===== src/rtl/cluster_accumulator.sv =====
// Per-cluster point accumulator for the k-means datapath: sums coordinates and counts
// routed points, then produces the floor-mean centroid with a bit-serial restoring divider.
module cluster_accumulator #(
   parameter int COORD_NUM   = 7,
   parameter int COORD_WIDTH = 13,
   parameter int CNT_WIDTH   = 16
) (
   input  logic                             clk,
   input  logic                             rst_n,
   input  logic                             clear,
   input  logic                             point_valid,
   input  logic [COORD_NUM*COORD_WIDTH-1:0] point_in,
   input  logic [COORD_NUM*COORD_WIDTH-1:0] old_centroid_in,
   input  logic                             compute_start,
   output logic                             busy,
   output logic                             centroid_valid,
   output logic [COORD_NUM*COORD_WIDTH-1:0] centroid_out,
   output logic [CNT_WIDTH-1:0]             count_out,
   output logic                             empty_cluster,
   output logic                             overflow
);
   localparam int SUM_W = COORD_WIDTH + CNT_WIDTH;
   localparam int IDX_W = (COORD_NUM > 1) ? $clog2(COORD_NUM) : 1;
   localparam int BIT_W = (COORD_WIDTH > 1) ? $clog2(COORD_WIDTH) : 1;
   localparam logic [IDX_W-1:0] LAST_IDX = IDX_W'(COORD_NUM - 1);
   localparam logic [BIT_W-1:0] LAST_BIT = BIT_W'(COORD_WIDTH - 1);

   typedef enum logic [1:0] {ACCUM, DIVIDE, DONE} state_t;
   state_t state_q, state_d;

   logic [SUM_W-1:0]       sum_q  [COORD_NUM];
   logic [COORD_WIDTH-1:0] cent_q [COORD_NUM];
   logic [CNT_WIDTH-1:0]   count_q;
   logic [CNT_WIDTH-1:0]   rem_q;
   logic [IDX_W-1:0]       idx_q;
   logic [BIT_W-1:0]       bit_q;
   logic busy_q, valid_q, empty_q, ovf_q;
   logic busy_d, valid_d;

   logic                   take_pt, add_pt, start, now_empty, last_step;
   logic [SUM_W-1:0]       sum_cur;
   logic [COORD_WIDTH-1:0] sum_lo;
   logic [BIT_W-1:0]       bsel;
   logic [CNT_WIDTH-1:0]   rem_in, rem_nx;
   logic [CNT_WIDTH:0]     trial;
   logic                   q_bit;

   assign take_pt   = (state_q == ACCUM) && point_valid && !clear;
   assign add_pt    = take_pt && !(&count_q);
   assign start     = (state_q == ACCUM) && compute_start && !clear;
   assign now_empty = (count_q == '0) && !add_pt;
   assign last_step = (bit_q == LAST_BIT);

   // Quotient fits in COORD_WIDTH bits, so the sum's upper CNT_WIDTH bits seed the remainder.
   always_comb begin
      sum_cur = sum_q[idx_q];
      sum_lo  = sum_cur[COORD_WIDTH-1:0];
      bsel    = LAST_BIT - bit_q;
      rem_in  = (bit_q == '0) ? sum_cur[SUM_W-1:COORD_WIDTH] : rem_q;
      trial   = {rem_in, sum_lo[bsel]};
      q_bit   = (trial >= {1'b0, count_q});
      rem_nx  = q_bit ? CNT_WIDTH'(trial - {1'b0, count_q}) : trial[CNT_WIDTH-1:0];
   end

   always_ff @(posedge clk or negedge rst_n) begin
      if (!rst_n) state_q <= ACCUM;
      else        state_q <= state_d;
   end

   always_comb begin
      state_d = state_q;
      if (clear) begin
         state_d = ACCUM;
      end else begin
         case (state_q)
            ACCUM:   if (start) state_d = now_empty ? DONE : DIVIDE;
            DIVIDE:  if (last_step && (idx_q == LAST_IDX)) state_d = DONE;
            DONE:    state_d = DONE;
            default: state_d = ACCUM;
         endcase
      end
   end

   // Status flags are registered, so they trail the state by one cycle.
   always_comb begin
      busy_d  = !clear && (state_q == DIVIDE);
      valid_d = !clear && (state_q == DONE);
   end

   always_ff @(posedge clk or negedge rst_n) begin
      if (!rst_n) begin
         for (int i = 0; i < COORD_NUM; i++) begin
            sum_q[i]  <= '0;
            cent_q[i] <= '0;
         end
         count_q <= '0;
         rem_q   <= '0;
         idx_q   <= '0;
         bit_q   <= '0;
         busy_q  <= 1'b0;
         valid_q <= 1'b0;
         empty_q <= 1'b0;
         ovf_q   <= 1'b0;
      end else begin
         busy_q  <= busy_d;
         valid_q <= valid_d;
         if (clear) begin
            for (int i = 0; i < COORD_NUM; i++) sum_q[i] <= '0;
            count_q <= '0;
            rem_q   <= '0;
            idx_q   <= '0;
            bit_q   <= '0;
            empty_q <= 1'b0;
            ovf_q   <= 1'b0;
         end else begin
            if (add_pt) begin
               for (int i = 0; i < COORD_NUM; i++)
                  sum_q[i] <= sum_q[i] + SUM_W'(point_in[i*COORD_WIDTH +: COORD_WIDTH]);
               count_q <= count_q + CNT_WIDTH'(1);
            end
            if (take_pt && (&count_q)) ovf_q <= 1'b1;
            if (start) begin
               idx_q   <= '0;
               bit_q   <= '0;
               empty_q <= now_empty;
               if (now_empty)
                  for (int i = 0; i < COORD_NUM; i++)
                     cent_q[i] <= old_centroid_in[i*COORD_WIDTH +: COORD_WIDTH];
            end
            if (state_q == DIVIDE) begin
               cent_q[idx_q] <= {cent_q[idx_q][COORD_WIDTH-2:0], q_bit};
               rem_q         <= rem_nx;
               if (last_step) begin
                  bit_q <= '0;
                  idx_q <= (idx_q == LAST_IDX) ? '0 : idx_q + IDX_W'(1);
               end else begin
                  bit_q <= bit_q + BIT_W'(1);
               end
            end
         end
      end
   end

   for (genvar g = 0; g < COORD_NUM; g++) begin : g_out
      assign centroid_out[g*COORD_WIDTH +: COORD_WIDTH] = cent_q[g];
   end

   assign busy           = busy_q;
   assign centroid_valid = valid_q;
   assign count_out      = count_q;
   assign empty_cluster  = empty_q;
   assign overflow       = ovf_q;
endmodule


===== config.mk =====
export PLATFORM = sky130hd
export DESIGN_NAME = cluster_accumulator
export DESIGN_NICKNAME = d
export VERILOG_FILES = /design/src/rtl/cluster_accumulator.sv
export SDC_FILE = /design/constraint.sdc
export NUM_CORES = 1
export LEC_CHECK = 0
export BUFFER_PORTS_ARGS = -buffer_cell sky130_fd_sc_hd__buf_2
export CELL_PAD_IN_SITES_DETAIL_PLACEMENT = 1
export CELL_PAD_IN_SITES_GLOBAL_PLACEMENT = 1
export CORE_ASPECT_RATIO = 0.9
export CORE_MARGIN = 1
export CORE_UTILIZATION = 25
export DETAILED_ROUTE_END_ITERATION = 6
export GPL_TIMING_DRIVEN = 0
export PLACE_DENSITY_LB_ADDON = 0.1
export SYNTH_ARGS = -nofsm -noshare
export SYNTH_HDL_FRONTEND = slang
export SYNTH_SLANG_ARGS = --single-unit
export TNS_END_PERCENT = 30

===== constraint.sdc =====
create_clock -name clk -period 4.4 [get_ports clk]
set_clock_uncertainty 0.05 [all_clocks]
set_input_delay 0.66 -clock clk [delete_from_list [all_inputs] [get_ports clk]]
set_output_delay 0.66 -clock clk [all_outputs]
set_load 0.05 [all_outputs]

==> summary by stage, run 1 <==
Outcome
The flow ran to the end, but the final reports show violations. The checks that failed: setup timing.

Clock network
The clock-pin slew on the worst setup and hold paths is 60 ps. No sink is reached through more buffers than the 3 on the longest clock path. The number of H-tree branching levels is 2. TritonCTS built the clock tree. The sink count of the clock tree is 339. For the worst-skew pair, the clock arrives at the later sink with an insertion delay of 610 ps. The root buffer cell chosen for the clock tree is sky130_fd_sc_hd__clkbuf_16. Buffers inserted during clock tree synthesis total 48.

Hold path
The path class of the lowest-slack min-delay path is in -> reg.

Setup path
In this run the worst setup path begins at idx_q[0]$_DFF_PN0_. The signal arrival time at the worst endpoint is 4940 ps. The worst setup path is launched from a flop. The family with the most delay on the worst path is compound AO/OA/AOI/OAI gates. The worst register-to-register path has a setup slack of -90 ps. In this run the critical register-to-register path is launched from idx_q[0]$_DFF_PN0_. The critical setup path kind is reg -> reg. For this run, the slowest stage of the critical path takes 420 ps.

Along the worst path, the maximum fanout reaches 10. The terminus of the critical flop-to-flop path is rem_q[12]$_DFFE_PN0P_. The critical path endpoint is rem_q[12]$_DFFE_PN0P_. The worst setup path is captured at a flop. Walking the worst path, the cells encountered are buf_12 -> buf_16 -> buf_12 -> mux2i_4 -> o221ai_1 -> a221oi_2 -> nor3_2 -> a31oi_2 -> nand2_1 -> nor2_4 -> ha_4 -> inv_2 -> fa_2 -> a21oi_4 -> o22ai_4 -> o41ai_4 -> o211ai_1 -> xor2_1 -> nand2_1 -> a311oi_2.

The critical path buffer and inverter count is 4. The critical path runs through a total of 20 cells. The cell with the largest stage delay on the worst path is sky130_fd_sc_hd__dfrtp_2. For the worst setup path, the data required time is just under 5000 ps. The number of cells traversed by the worst register-to-register path is 20.

Final layout
From synthesis to final layout, the design area changed by 25.3%. Summing all non-filler instances in the final layout gives an area of 29000 sq um. Counting the fill cells in the layout gives around 11000. The final layout contains 3239 nets. Cells with a size suffix above 1 make up between 20% and 30% of the layout.

Power and ir drop
For this design the ratio of total power to cell area is 597 nW/um^2. The switching portion of total power is 47.2%. Cell internal power was estimated by the tool at 9.13 mW. The worst supply voltage drop on vdd is 0.000294 V. In this run, flip-flops and latches consume 26.7% of the power.

The leakage power is 12.5 nW. The clock network fraction of design power is 24.3%. Combinational logic is responsible for 49.0% of the overall power. The analysis attributes to net switching a power of 8.15 mW.

GRT
The total overflow left after global routing is 0. The initial antenna violation count is 15. Global routing consumed, over all layers together, around a quarter of the routing resources. The first-pass GRT wire length is approximately 170 mm. The via count of the first global-routing pass is 23900. Entering global routing, the biggest net connects 101 pins.

Job
The number of maximum-capacitance violations is 0.

Synth
For this run, the number of Yosys warnings is 0. The average instance area after synthesis is 9.01 sq um. The sequential fraction of the synthesis area is 36.7%.

The proportion of register bits with asynchronous set or reset after synthesis is 100%. The main flop type after synthesis is sky130_fd_sc_hd__dfrtp_1. The post-synth net total is ~2900. The cell area after synthesis is 23100 sq um.

The cell count after synthesis came out at around 2600. In this run, synthesis produced a sequential element count of 339. Yosys mapped a number of flops with a built-in enable equal to 0.

The number of library cell types mapped by synthesis is 85.

STA
Setup slack on the critical path of the routed design comes to -88.4 ps. The sum of negative setup slack is -172 ps. The worst-margin pin slew is 1420 ps. After layout, the minimum clock period comes to 4490 ps. The setup-violating endpoint count in the final report is 4. The number of max-slew violations in the final report is 0. Setup repair after global routing could not meet its margin everywhere. The share of the cycle needed by the critical path after routing is 102%. The achievable clock frequency is between 200 and 250 MHz. The relative slew slack is under 10%. The hold violation total from the final report came to 0.

Detailed routing
The number of vias in the routed layout is 23000. Once detail routing completed, the nets flagged for antenna violations numbered 0. Before antenna repair, the detailed router went through 5 iterations. The detailed router finished its first iteration with 1562 violations. The final routed DRC violation total is 0. Dividing the detail-routed via count by the number of cells gives 5.48. After detailed routing, the average wire length per cell comes to 28.0 um. The final layout contains routed wiring with a total length of 118 mm.

Floorplan
The die boundary width is 322 um. For this configuration, the core starts out at a cell density of 25.3%. During I/O placement, the number of pins put on the boundary was approximately 300.

The floorplan step defined a die boundary enclosing between 90000 and 100000 sq um. Row generation in the floorplan step produced between 100 and 150 rows. The core region area is 91300 sq um. The vertical die dimension is 290 um.

Place
Detailed placement finished with a half-perimeter wire length of 90.3 mm. Once placement finished, the instance area stood at about 26000 sq um. The placer's final routability congestion estimate is about 0.90. In this run the tool buffered the top-level ports with 296 buffer cells.
-- cell usage in the layout, fill, tap and decap left out, types with 13 or more instances in the layout --
| cell | n |
|---|---|
| sky130_fd_sc_hd__dfrtp_1 | 337 |
| sky130_fd_sc_hd__buf_2 | 327 |
| sky130_fd_sc_hd__nand2_1 | 230 |
| sky130_fd_sc_hd__nor2_1 | 180 |
| sky130_fd_sc_hd__o21ai_0 | 163 |
| sky130_fd_sc_hd__nand3_1 | 133 |
| sky130_fd_sc_hd__a21oi_1 | 125 |
| sky130_fd_sc_hd__ha_1 | 107 |
| sky130_fd_sc_hd__mux2i_1 | 84 |
| sky130_fd_sc_hd__clkbuf_1 | 80 |
| sky130_fd_sc_hd__inv_1 | 77 |
| sky130_fd_sc_hd__o22ai_1 | 74 |
| sky130_fd_sc_hd__a2bb2oi_1 | 61 |
| sky130_fd_sc_hd__xnor2_1 | 53 |
| sky130_fd_sc_hd__clkbuf_16 | 50 |
| sky130_fd_sc_hd__xor2_1 | 43 |
| sky130_fd_sc_hd__nand4_1 | 42 |
| sky130_fd_sc_hd__and3_1 | 39 |
| sky130_fd_sc_hd__nor3_1 | 37 |
| sky130_fd_sc_hd__a21o_1 | 36 |
| sky130_fd_sc_hd__mux2_2 | 32 |
| sky130_fd_sc_hd__a22oi_1 | 31 |
| sky130_fd_sc_hd__o211ai_1 | 31 |
| sky130_fd_sc_hd__or3_1 | 25 |
| sky130_fd_sc_hd__nor2b_1 | 21 |
| sky130_fd_sc_hd__a211oi_1 | 21 |
| sky130_fd_sc_hd__o31ai_1 | 21 |
| sky130_fd_sc_hd__buf_4 | 20 |
| sky130_fd_sc_hd__a31oi_1 | 19 |
| sky130_fd_sc_hd__mux2i_4 | 18 |
| sky130_fd_sc_hd__a221o_1 | 18 |
| sky130_fd_sc_hd__and2_1 | 17 |
| sky130_fd_sc_hd__o21a_1 | 17 |
| sky130_fd_sc_hd__and4_1 | 16 |
| sky130_fd_sc_hd__a31o_2 | 15 |
| sky130_fd_sc_hd__buf_1 | 13 |
-- state kept, by name (all words and copies together) (netlist names) --
signal / cells
sum_q: 203
centroid_out: 91
count_out: 16
rem_q: 16
bit_q: 4
idx_q: 3
state_q: 2
busy: 1
centroid_valid: 1
empty_cluster: 1
overflow: 1
-- worst min-delay path by stage --
stage | start | to | slack (ps) | depth (start not counted)
6_report | old_centroid_in[29] | centroid_out[29]$_DFFE_PN0N_ | 310 | 3
2_1_floorplan | rst_n | bit_q[0]$_DFFE_PN0P_ | 310 | 0
3_5_place_dp | centroid_out[38]$_DFFE_PN0N_ | centroid_out[38]$_DFFE_PN0N_ | 420 | 1
3_3_place_gp | centroid_out[38]$_DFFE_PN0N_ | centroid_out[38]$_DFFE_PN0N_ | 410 | 1
4_1_cts | old_centroid_in[29] | centroid_out[29]$_DFFE_PN0N_ | 270 | 3
5_1_grt | old_centroid_in[29] | centroid_out[29]$_DFFE_PN0N_ | 300 | 3
-- per-stage QoR --
step                      setup WS (ps)  instances  hold slack [ps]  util [%]  total power, mW
after floorplan                     415       2564              314         -             9.74
after global placement            -5240       4090              409      28.6             12.5
after detailed placement          -2060       4093              425      28.7             12.6
after CTS                          -190       4195              269      31.5             17.2
after global routing               -195       4199              301      31.7             18.1
final                             -88.4       4200              311      31.7             17.3
-- area by class of cell --
type | instances | area [sq um] | share of cell area [%]
well taps | 1230 | 1540 | 5.32
diodes | 7 | 17.5 | 0.0605
inverters | 80 | 300 | 1.04
clock buffers | 70 | 1440 | 4.96
flip-flops and latches | 339 | 8490 | 29.3
clock inverters | 14 | 209 | 0.722
multi-input cells | 1989 | 14300 | 49.3
plain buffers | 152 | 896 | 3.09
repair buffers | 319 | 1790 | 6.19
-- power groups by stage --
stage | registers, mW | clock network [mW] | logic (mW)
after global placement | 4.59 | 0 | 7.87
final | 4.61 | 4.19 | 8.46
after detailed placement | 4.61 | 0 | 7.99
after floorplan | 5.86 | 0 | 3.88
after global routing | 4.71 | 4.40 | 9.02
after CTS | 4.60 | 4.30 | 8.30
-- layer usage --
layer / global-route usage, % / vias up / part of all wire (%)
met5: 0 / - / 0.011
met4: 6.34 / 2 / 2.4
met3: 3.56 / 135 / 4.7
met2: 39.1 / 546 / 45
met1: 35.4 / 11900 / 47
li1: - / 10400 / -
-- cell families (layout without fill, tap and decap cells) --
family                   count (synthesis)  count (layout)  synth area share [%]
AND/OR/NAND/NOR                        820             820                  17.4
AO/OA/AOI/OAI                          796             796                  23.5
flip-flops                             339             339                  36.7
buffers and inverters                  236             635                  4.30
multiplexers                           153             153                  7.46
adder cells (fa/ha/maj)                123             123                  6.92
XOR/XNOR                                97              97                  3.68
other                                    0               7                     0
-- timing repair --
item | in CTS | in global routing
endpoints found under the setup margin | 23 | 22
hold endpoints to repair | 4 | 0
setup buffers | 17 | 1
gates resized for setup | 158 | 43
hold buffers | 1 | 0
pin swaps | 27 | 17
gates cloned | 1 | 0
-- synth_stat cells, drive strengths merged, types with 36 or more instances --
cell type,instances,area [sq um]
nand4,43,275
buf,67,357
mux2i,108,1080
nor2,184,693
nor3,39,206
a2bb2oi,61,534
nand3,134,676
clkbuf,89,335
o21ai,176,881
dfrtp,339,8480
and3,39,244
a21o,36,270
nand2,230,863
a21oi,136,681
o22ai,75,469
ha,115,1440
xnor2,54,473
xor2,43,377
inv,79,297
-- tightest hold or removal path: stages --
cell and delay [ps]:
sky130_fd_sc_hd__buf_2 80, sky130_fd_sc_hd__o22ai_1 50, sky130_fd_sc_hd__a22oi_1 130
Note: power is estimated with default switching activity, not from simulation.
==> run 2, diff against run 1 <==
--- a/config.mk
+++ b/config.mk
@@ -5,6 +5,7 @@
 export SDC_FILE = /design/constraint.sdc
 export NUM_CORES = 1
 export LEC_CHECK = 0
+export ABC_AREA = 1
 export BUFFER_PORTS_ARGS = -buffer_cell sky130_fd_sc_hd__buf_2
 export CELL_PAD_IN_SITES_DETAIL_PLACEMENT = 1
 export CELL_PAD_IN_SITES_GLOBAL_PLACEMENT = 1
==> summary by stage, run 2 <==
Outcome
The flow ran to the end, and the final reports show no timing, DRC or antenna violations.

Place
The post-placement cell count is 5132. The HPWL after detailed placement is 107 mm. The port buffer count is 297. At the end of routability-driven placement, the weighted congestion stood at approximately 0.91.

GRT
The via count of the first global-routing pass is 27200. The total routing resource utilization after global routing is 26.9%. The met3 global-route usage is approximately 3.2%. The met2 track demand over resource is 42.7%. For met1 alone, demand over resource in global routing was about two fifths. The maximum number of pins on one net before global-route repair is 100.

For this run the aggregate overflow at the end of global routing stands at 0. The initial antenna violation count is 10. The first-pass GRT wire length is 195 mm.

The layer with the highest usage after global routing is met2.

STA
The setup-violating endpoint count in the final report is 0. Dividing the final minimum period by the clock period gives 95.9%. The worst-margin pin slew is 1480 ps. The achievable clock frequency is 237 MHz.

The relative slew slack is 1.35%. The minimum clock period after layout is 4220 ps. The number of max-slew violations in the final report is 0. Adding up every negative setup slack in the final design gives 0 ps. The hold violation total from the final report is 0.

Floorplan
For this configuration, the core starts out at a cell density of 25.3%. In this run the core area contains 108 standard-cell rows. The total area inside the core boundary comes to 96800 sq um.

The number of top-level pins is roughly 300. The die covers 99400 sq um. The die boundary width is 332 um. The vertical die dimension is roughly 300 um.

Final layout
Leaving out filler cells and counting taps, the final layout contains roughly 5200. Compared with the post-synthesis result, the final layout area differs by 20.8%. In the final design database the tool counted between 4000 and 5000 nets.

The sequential standard cell area is 8480 sq um. The fill cell total of the finished layout is 12200. The top cell types in the final layout, fill and taps aside, are sky130_fd_sc_hd__nand2_1 (811), sky130_fd_sc_hd__inv_1 (459), sky130_fd_sc_hd__o21ai_0 (384), sky130_fd_sc_hd__buf_2 (341), sky130_fd_sc_hd__dfrtp_1 (338). The proportion of layout cells with a drive suffix above 1 is 13.3%. The area occupied by multi-input gates is 13700 sq um. The leading cell type in the layout, fill and taps excluded is sky130_fd_sc_hd__nand2_1. The register with the most flip-flops is sum_q.

The register with the most flip-flops in the layout has a little over 200 of them.

Detailed routing
The iteration count of the initial detailed-routing pass is 5. In the routed layout, each cell is associated on average with a via count of a little over 5. After detailed routing, the number of remaining DRC violations is 0.

The violation count after the first detailed-routing iteration is ~2100. The post-detailed-route wirelength per cell is 26.0 um. The number of vias in the routed layout is 27100. The count of nets left with antenna violations once routing finished came out at 0.

The detailed-route wire length is 136 mm.

Hold path
The worst hold path depth is 3. The hold path startpoint is old_centroid_in[85]. The min-delay analysis places its worst path in the category in -> reg.

The worst hold path endpoint is centroid_out[85]$_DFFE_PN0N_.

Clock network
The buffer depth of the longest clock path is 3. CTS saw 339 sinks. The worst-skew pair later-pin latency is 620 ps. After clock tree synthesis, the clock-pin slew on the worst setup and hold paths is 60 ps. The cell chosen for the clock root is sky130_fd_sc_hd__clkbuf_16.

The TritonCTS clock tree is built. The number of buffers created by CTS is 50. The clock tree synthesis step divided the H-tree into 2 levels.

Power and ir drop
Internal power comes to 8.74 mW. Of the total power, combinational logic draws 50.3%. IR analysis of the VDD net gives a maximum drop of 0.000363 V.

The register share of total power is 25.8%. Per report_power, the clock group accounts for 23.9% of the total. The design draws around 18 mW. The switching power is 8.79 mW.

Net switching is 50.1% of the power. The leakage power is 14.2 nW. For this design the ratio of total power to cell area is 591 nW/um^2.

Setup path
The setup path with the least slack is of type reg -> reg. The critical path goes through clkbuf_4 -> buf_4 -> buf_4 -> o21ai_0 -> o2111ai_2 -> o21ai_0 -> inv_1 -> ha_1 -> nand2_1 -> inv_1 -> nand3_1 -> nand2_1 -> nand3_1 -> nand2_1 -> nand2_1 -> nand2_1 -> buf_2 -> o211ai_1 -> nand2_1. Along the worst path, the maximum fanout reaches 10. The startpoint identified for the worst register-to-register timing path is idx_q[0]$_DFF_PN0_.

For this run, the slowest stage of the critical path takes 470 ps. For flop-to-flop paths, the worst setup slack is around 180 ps. The terminus of the critical flop-to-flop path is centroid_out[0]$_DFFE_PN0N_. The nature of the critical path startpoint is a flop. The endpoint required time on the critical path is approximately 5000 ps. The cell with the largest stage delay on the worst path is sky130_fd_sc_hd__o21ai_0. Measured in cells, the most critical reg-to-reg path has a length of 19. The most numerous cell type found on the critical path is sky130_fd_sc_hd__nand2_1. The worst setup path is captured at a flop. The family with the most delay on the worst path is buffers and inverters.

Data on the critical path arrives at its endpoint at 4730 ps. The number of buffers and inverters on the critical path is 6.

Synth
The average instance area after synthesis is 6.88 sq um. After synthesis, the share of flip-flops with an asynchronous set or reset is 100%. In the synthesized netlist, the number of instances is 3567.

The number of library cell types mapped by synthesis is between 40 and 50. The number of synthesized register bits is 339. In the post-synthesis netlist, the biggest area contributors are sky130_fd_sc_hd__dfrtp_1 (35%), sky130_fd_sc_hd__nand2_1 (12%), sky130_fd_sc_hd__o21ai_0 (8.1%). The largest area contributor in the netlist is sky130_fd_sc_hd__dfrtp_1. The sequential fraction of the synthesis area is 34.6%.

Ranked by instance count, the synthesized netlist is headed by sky130_fd_sc_hd__nand2_1 (816), sky130_fd_sc_hd__inv_1 (462), sky130_fd_sc_hd__o21ai_0 (396), sky130_fd_sc_hd__dfrtp_1 (339), sky130_fd_sc_hd__a21oi_1 (337). The number of synthesized flops with an enable pin is 0. In the synthesized netlist the dominant register cell turns out to be sky130_fd_sc_hd__dfrtp_1. Of the post-synthesis cell area, the dominant cell type holds around 35%. The Yosys step of the flow raised 0 warnings. The cell area after synthesis is 24500 sq um. The post-synth net total is 3877.

The most common cell in the synthesized netlist is sky130_fd_sc_hd__nand2_1.

Job
The number of maximum-capacitance violations is 0.
-- run 2: worst max-delay path by stage --
stage	from	to	slack, ps	cells after the start
6_report	idx_q[0]$_DFF_PN0_	centroid_out[0]$_DFFE_PN0N_	180	19
5_1_grt	idx_q[0]$_DFF_PN0_	rem_q[7]$_DFFE_PN0P_	-10	25
4_1_cts	idx_q[1]$_DFF_PN0_	rem_q[7]$_DFFE_PN0P_	40	19
3_5_place_dp	bit_q[0]$_DFFE_PN0P_	centroid_out[0]$_DFFE_PN0N_	-940	18
3_3_place_gp	rst_n	centroid_out[47]$_DFFE_PN0N_	-5400	1
2_1_floorplan	bit_q[0]$_DFFE_PN0P_	rem_q[14]$_DFFE_PN0P_	1170	21
-- run 2: cell families (layout without fill, tap and decap cells) --
group,count (synthesis),after routing,synth area share [%]
multiplexers,2,2,0.0816
flip-flops,339,339,34.6
AO/OA/AOI/OAI,993,993,22.6
XOR/XNOR,45,45,1.61
buffers and inverters,615,1013,9.88
other,0,4,0
adder cells (fa/ha/maj),123,123,6.52
AND/OR/NAND/NOR,1450,1450,24.7
-- run 2: layout make-up --
cell class                 count  share of cell area (%)
buffer                       141                    2.50
clock buffer                  75                    5.09
multi-input combinational   2613                    46.3
clock inverter                12                   0.401
inverter                     473                    6.03
sequential                   339                    28.6
timing repair buffer         312                    5.68
tap                         1265                    5.34
antenna                        4                  0.0338
-- run 2: worst min-delay path, delay by kind of cell --
| family | cells | cell delay [ps] |
|---|---|---|
| buffers and inverters | 1 | 80 |
| AOI/OAI and AO/OA | 2 | 120 |
-- run 2: power groups by stage --
stage	clock (mW)	combinational, mW	sequential (mW)
6_report	4.18	8.82	4.52
4_1_cts	4.27	8.73	4.53
3_5_place_dp	0	8.67	4.58
5_1_grt	4.37	9.62	4.61
3_3_place_gp	0	8.62	4.57
2_1_floorplan	0	4.43	5.67
-- run 2: routing by layer --
layer,share of wire (%),vias to the layer above
met1,47,13400
li1,-,12700
met5,0,-
met2,45,756
met4,2.5,0
met3,5.1,156
-- run 2: timing repair --
action	CTS	global route
gates resized for setup	31	66
endpoints found under the setup margin	23	23
setup buffers	5	6
hold buffers	1	0
pin swaps	2	4
endpoints found under the hold margin	55	0
-- run 2: metrics by stage --
step                instance area, sq um  utilization (%)  hold slack (ps)  worst slack [ps]
floorplan                          24500                -              314              1170
global placement                   27600             28.5              409             -5400
detailed placement                 27700             28.6              411              -936
CTS                                29500             30.5              194              40.7
global route                       29600             30.6              235             -12.3
finish                             29600             30.6              226               181
==> run 3, diff against run 2 <==
==> constraint.sdc (replaced) <==
create_clock -name clk -period 3.4 [get_ports clk]
set_clock_uncertainty 0.05 [all_clocks]
set_input_delay 0.51 -clock clk [delete_from_list [all_inputs] [get_ports clk]]
set_output_delay 0.51 -clock clk [all_outputs]
set_load 0.05 [all_outputs]
==> summary by stage, run 3 (synthesized netlist as in run 2, its figures left out) <==
Floorplan
The effective utilization at floorplan is 25.3%. The core region area is 96800 sq um. The area enclosed by the die boundary is 99400 sq um. The number of top-level pins is around 300. The placement row count is 108. The die boundary width is 332 um. The vertical die dimension is 299 um.

Detailed routing
The final routed DRC violation total is 0. The mean number of vias per cell is 5.19. The number of vias in the routed layout is 27600. The count of nets left with antenna violations once routing finished came out at 0. Dividing the detail-routed wire length by the instance count gives 26.1 um.

After the first detailed-routing iteration, the DRC count stood at 2107. The detailed-route wire length is 139 mm. The first detailed-routing pass took 5 iterations.

Clock network
After clock tree synthesis, the clock-pin slew on the worst setup and hold paths is 60 ps. The clock passes through at most 3 buffers. The clock drives 339 sinks. The number of buffers created by CTS is 50. The clock reaches the later pin of the worst-skew pair after approximately 630 ps. The TritonCTS clock tree is built. The number of H-tree branching levels is 2. The cell chosen for the clock root is sky130_fd_sc_hd__clkbuf_16.

GRT
The total overflow reported by the global router is 0. The via count of the first global-routing pass was 27900. The first global-routing pass estimated 199 mm of wire. The total routing resource utilization after global routing is 27.4%. The initial antenna violation count is 12. Entering global routing, the biggest net connects 100 pins.

STA
Counting I/O delays and the setup requirement, the final critical path takes 3580 ps. The hold violation total from the final report is 0. The achievable clock frequency is 280 MHz. The relative slew slack is 3.25%. At the pin with the least slew margin, the transition time is approximately 1500 ps. Setup violations remaining at the end of the flow were counted as 23. The worst setup margin is -177 ps. The share of the cycle needed by the critical path after routing is 105%. Setup repair after global routing could not meet its margin everywhere. The number of max-slew violations in the final report came to 0.

Setup path
In this run the register-to-register setup slack is -180 ps. The nature of the critical path startpoint is a flop. In this run the critical register-to-register path is launched from idx_q[0]$_DFF_PN0_. STA puts the critical path data arrival time at roughly 4000 ps.

Along the worst path, the maximum fanout reaches 10. The number of cells traversed by the worst register-to-register path is 18. The most critical setup path has its endpoint at centroid_out[78]$_DFFE_PN0N_. By startpoint and endpoint, the worst setup path is classified as reg -> reg. The critical path launch point is idx_q[0]$_DFF_PN0_. The endpoint required time on the critical path is 3860 ps.

The worst setup path is captured at a flop. In this run the critical register-to-register path is captured at centroid_out[78]$_DFFE_PN0N_.

Final layout
The library cell used most frequently in the layout, excluding fill and tap cells, is sky130_fd_sc_hd__nand2_1. The number of nets in the layout is 4325. After filler insertion, the fill cell instance count of the layout stands at approximately 12000. The register with the most flip-flops is sum_q. The library cells used most frequently in the layout, excluding fill and tap cells, are sky130_fd_sc_hd__nand2_1 (775), sky130_fd_sc_hd__inv_1 (446), sky130_fd_sc_hd__o21ai_0 (346), sky130_fd_sc_hd__dfrtp_1 (336), sky130_fd_sc_hd__buf_2 (330). Of the cells placed in the final design, the portion with a size suffix greater than 1 is between 15 and 20%. The register with the most flip-flops in the layout has just over 200 of them. Relative to the synthesized area, the layout overhead comes to 29.5%. Registers take 8490 sq um. The number of standard cells in the final layout excluding fillers is 5320.

Summing all multi-input logic gate instances after layout gives approximately 15000 sq um.

Outcome
The run finished, with violations left. The checks that failed: setup timing.

Place
The placer's final routability congestion estimate is 0.911. The HPWL after detailed placement is 107 mm. Timing analysis after detailed placement gives a worst setup slack of -1940 ps. Counting tap cells, the placed design contains a total of 5132 instances. The port buffer count is between 200 and 300.

Power and ir drop
Summed over all cells, the static leakage comes to around 15 nW. Dividing total power by cell area gives a power density of 776 nW/um^2. IR analysis of the VDD net gives a maximum drop of 0.000620 V.

Job
The number of maximum-capacitance violations is 0.

Hold path
The path class of the lowest-slack min-delay path is in -> reg.
run 3: cell types whose count changed in the layout (fill, tap and decap cells not counted), sizes merged:
cell           before  now
buf               378  471
clkbuf            149  140
clkdlybuf4s15       0    1
diode               4    5
run 3: through the flow:
step                area (sq um)  hold WS [ps]  total power, mW  TNS (ps)  util [%]
floorplan                  24500           164             13.1         0         -
global placement           27600           409             17.1  -2147760      28.5
finish                     31800          80.3             24.7     -2630      32.8
global route               31800          84.6             26.0     -6290      32.8
CTS                        31500          44.1             24.5     -1690      32.6
detailed placement         27700           411             17.1    -51120      28.6
run 3: worst max-delay path: stages (launching register included):
cell and delay (ps):
sky130_fd_sc_hd__dfrtp_2 490, sky130_fd_sc_hd__buf_12 180, sky130_fd_sc_hd__buf_12 160, sky130_fd_sc_hd__buf_8 160, sky130_fd_sc_hd__o211ai_1 250, sky130_fd_sc_hd__nand4_1 390, sky130_fd_sc_hd__o21ai_2 190, sky130_fd_sc_hd__buf_4 120
sky130_fd_sc_hd__inv_1 60, sky130_fd_sc_hd__ha_4 270, sky130_fd_sc_hd__a21oi_2 140, sky130_fd_sc_hd__o21ai_1 90, sky130_fd_sc_hd__a21oi_2 160, sky130_fd_sc_hd__nand2_4 90, sky130_fd_sc_hd__nand2_4 90, sky130_fd_sc_hd__nand2_8 100
sky130_fd_sc_hd__buf_12 170, sky130_fd_sc_hd__o211ai_1 190, sky130_fd_sc_hd__nand2_1 80
run 3: layout make-up:
| cell class | instances | share of cell area (%) |
|---|---|---|
| repair buffers | 398 | 7.91 |
| diodes | 5 | 0.0394 |
| multi-input cells | 2613 | 46.2 |
| clock buffers | 75 | 4.75 |
| well taps | 1265 | 4.98 |
| flip-flops and latches | 339 | 26.7 |
| clock inverters | 12 | 0.374 |
| inverters | 473 | 5.71 |
| plain buffers | 140 | 3.31 |
run 3: report_power, final:
part | leakage (nW) | internal [mW] | switching (mW)
logic | 9.71 | 4.21 | 9.16
registers | 4.41 | 4.98 | 0.895
clock network | 0.799 | 3.19 | 2.22
total | 14.9 | 12.4 | 12.3
run 3: timing repair:
action / in CTS / in global routing
cloned: 5 / 0
hold buffers: 1 / 0
endpoints found under the setup margin: 77 / 46
hold endpoints to repair: 55 / 0
resized for setup: 389 / 56
pin swaps: 73 / 58
buffers inserted: 84 / 15
run 3: worst min-delay path by stage:
stage,startpoint,endpoint,slack [ps],cells past startpoint
after floorplan,rst_n,bit_q[0]$_DFFE_PN0P_,160,0
after global placement,rem_q[5]$_DFFE_PN0P_,rem_q[5]$_DFFE_PN0P_,410,2
after detailed placement,rem_q[2]$_DFFE_PN0P_,rem_q[2]$_DFFE_PN0P_,410,2
after CTS,old_centroid_in[85],centroid_out[85]$_DFFE_PN0N_,40,3
after global routing,old_centroid_in[82],centroid_out[82]$_DFFE_PN0N_,80,3
final,old_centroid_in[85],centroid_out[85]$_DFFE_PN0N_,80,3
run 3: per-layer routing:
| layer | track usage [%] | routed length [um] |
|---|---|---|
| met2 | 44.1 | 62900 |
| met5 | 0 | 0 |
| met1 | 38.9 | 64900 |
| met3 | 2.83 | 6930 |
| met4 | 7.37 | 3930 |
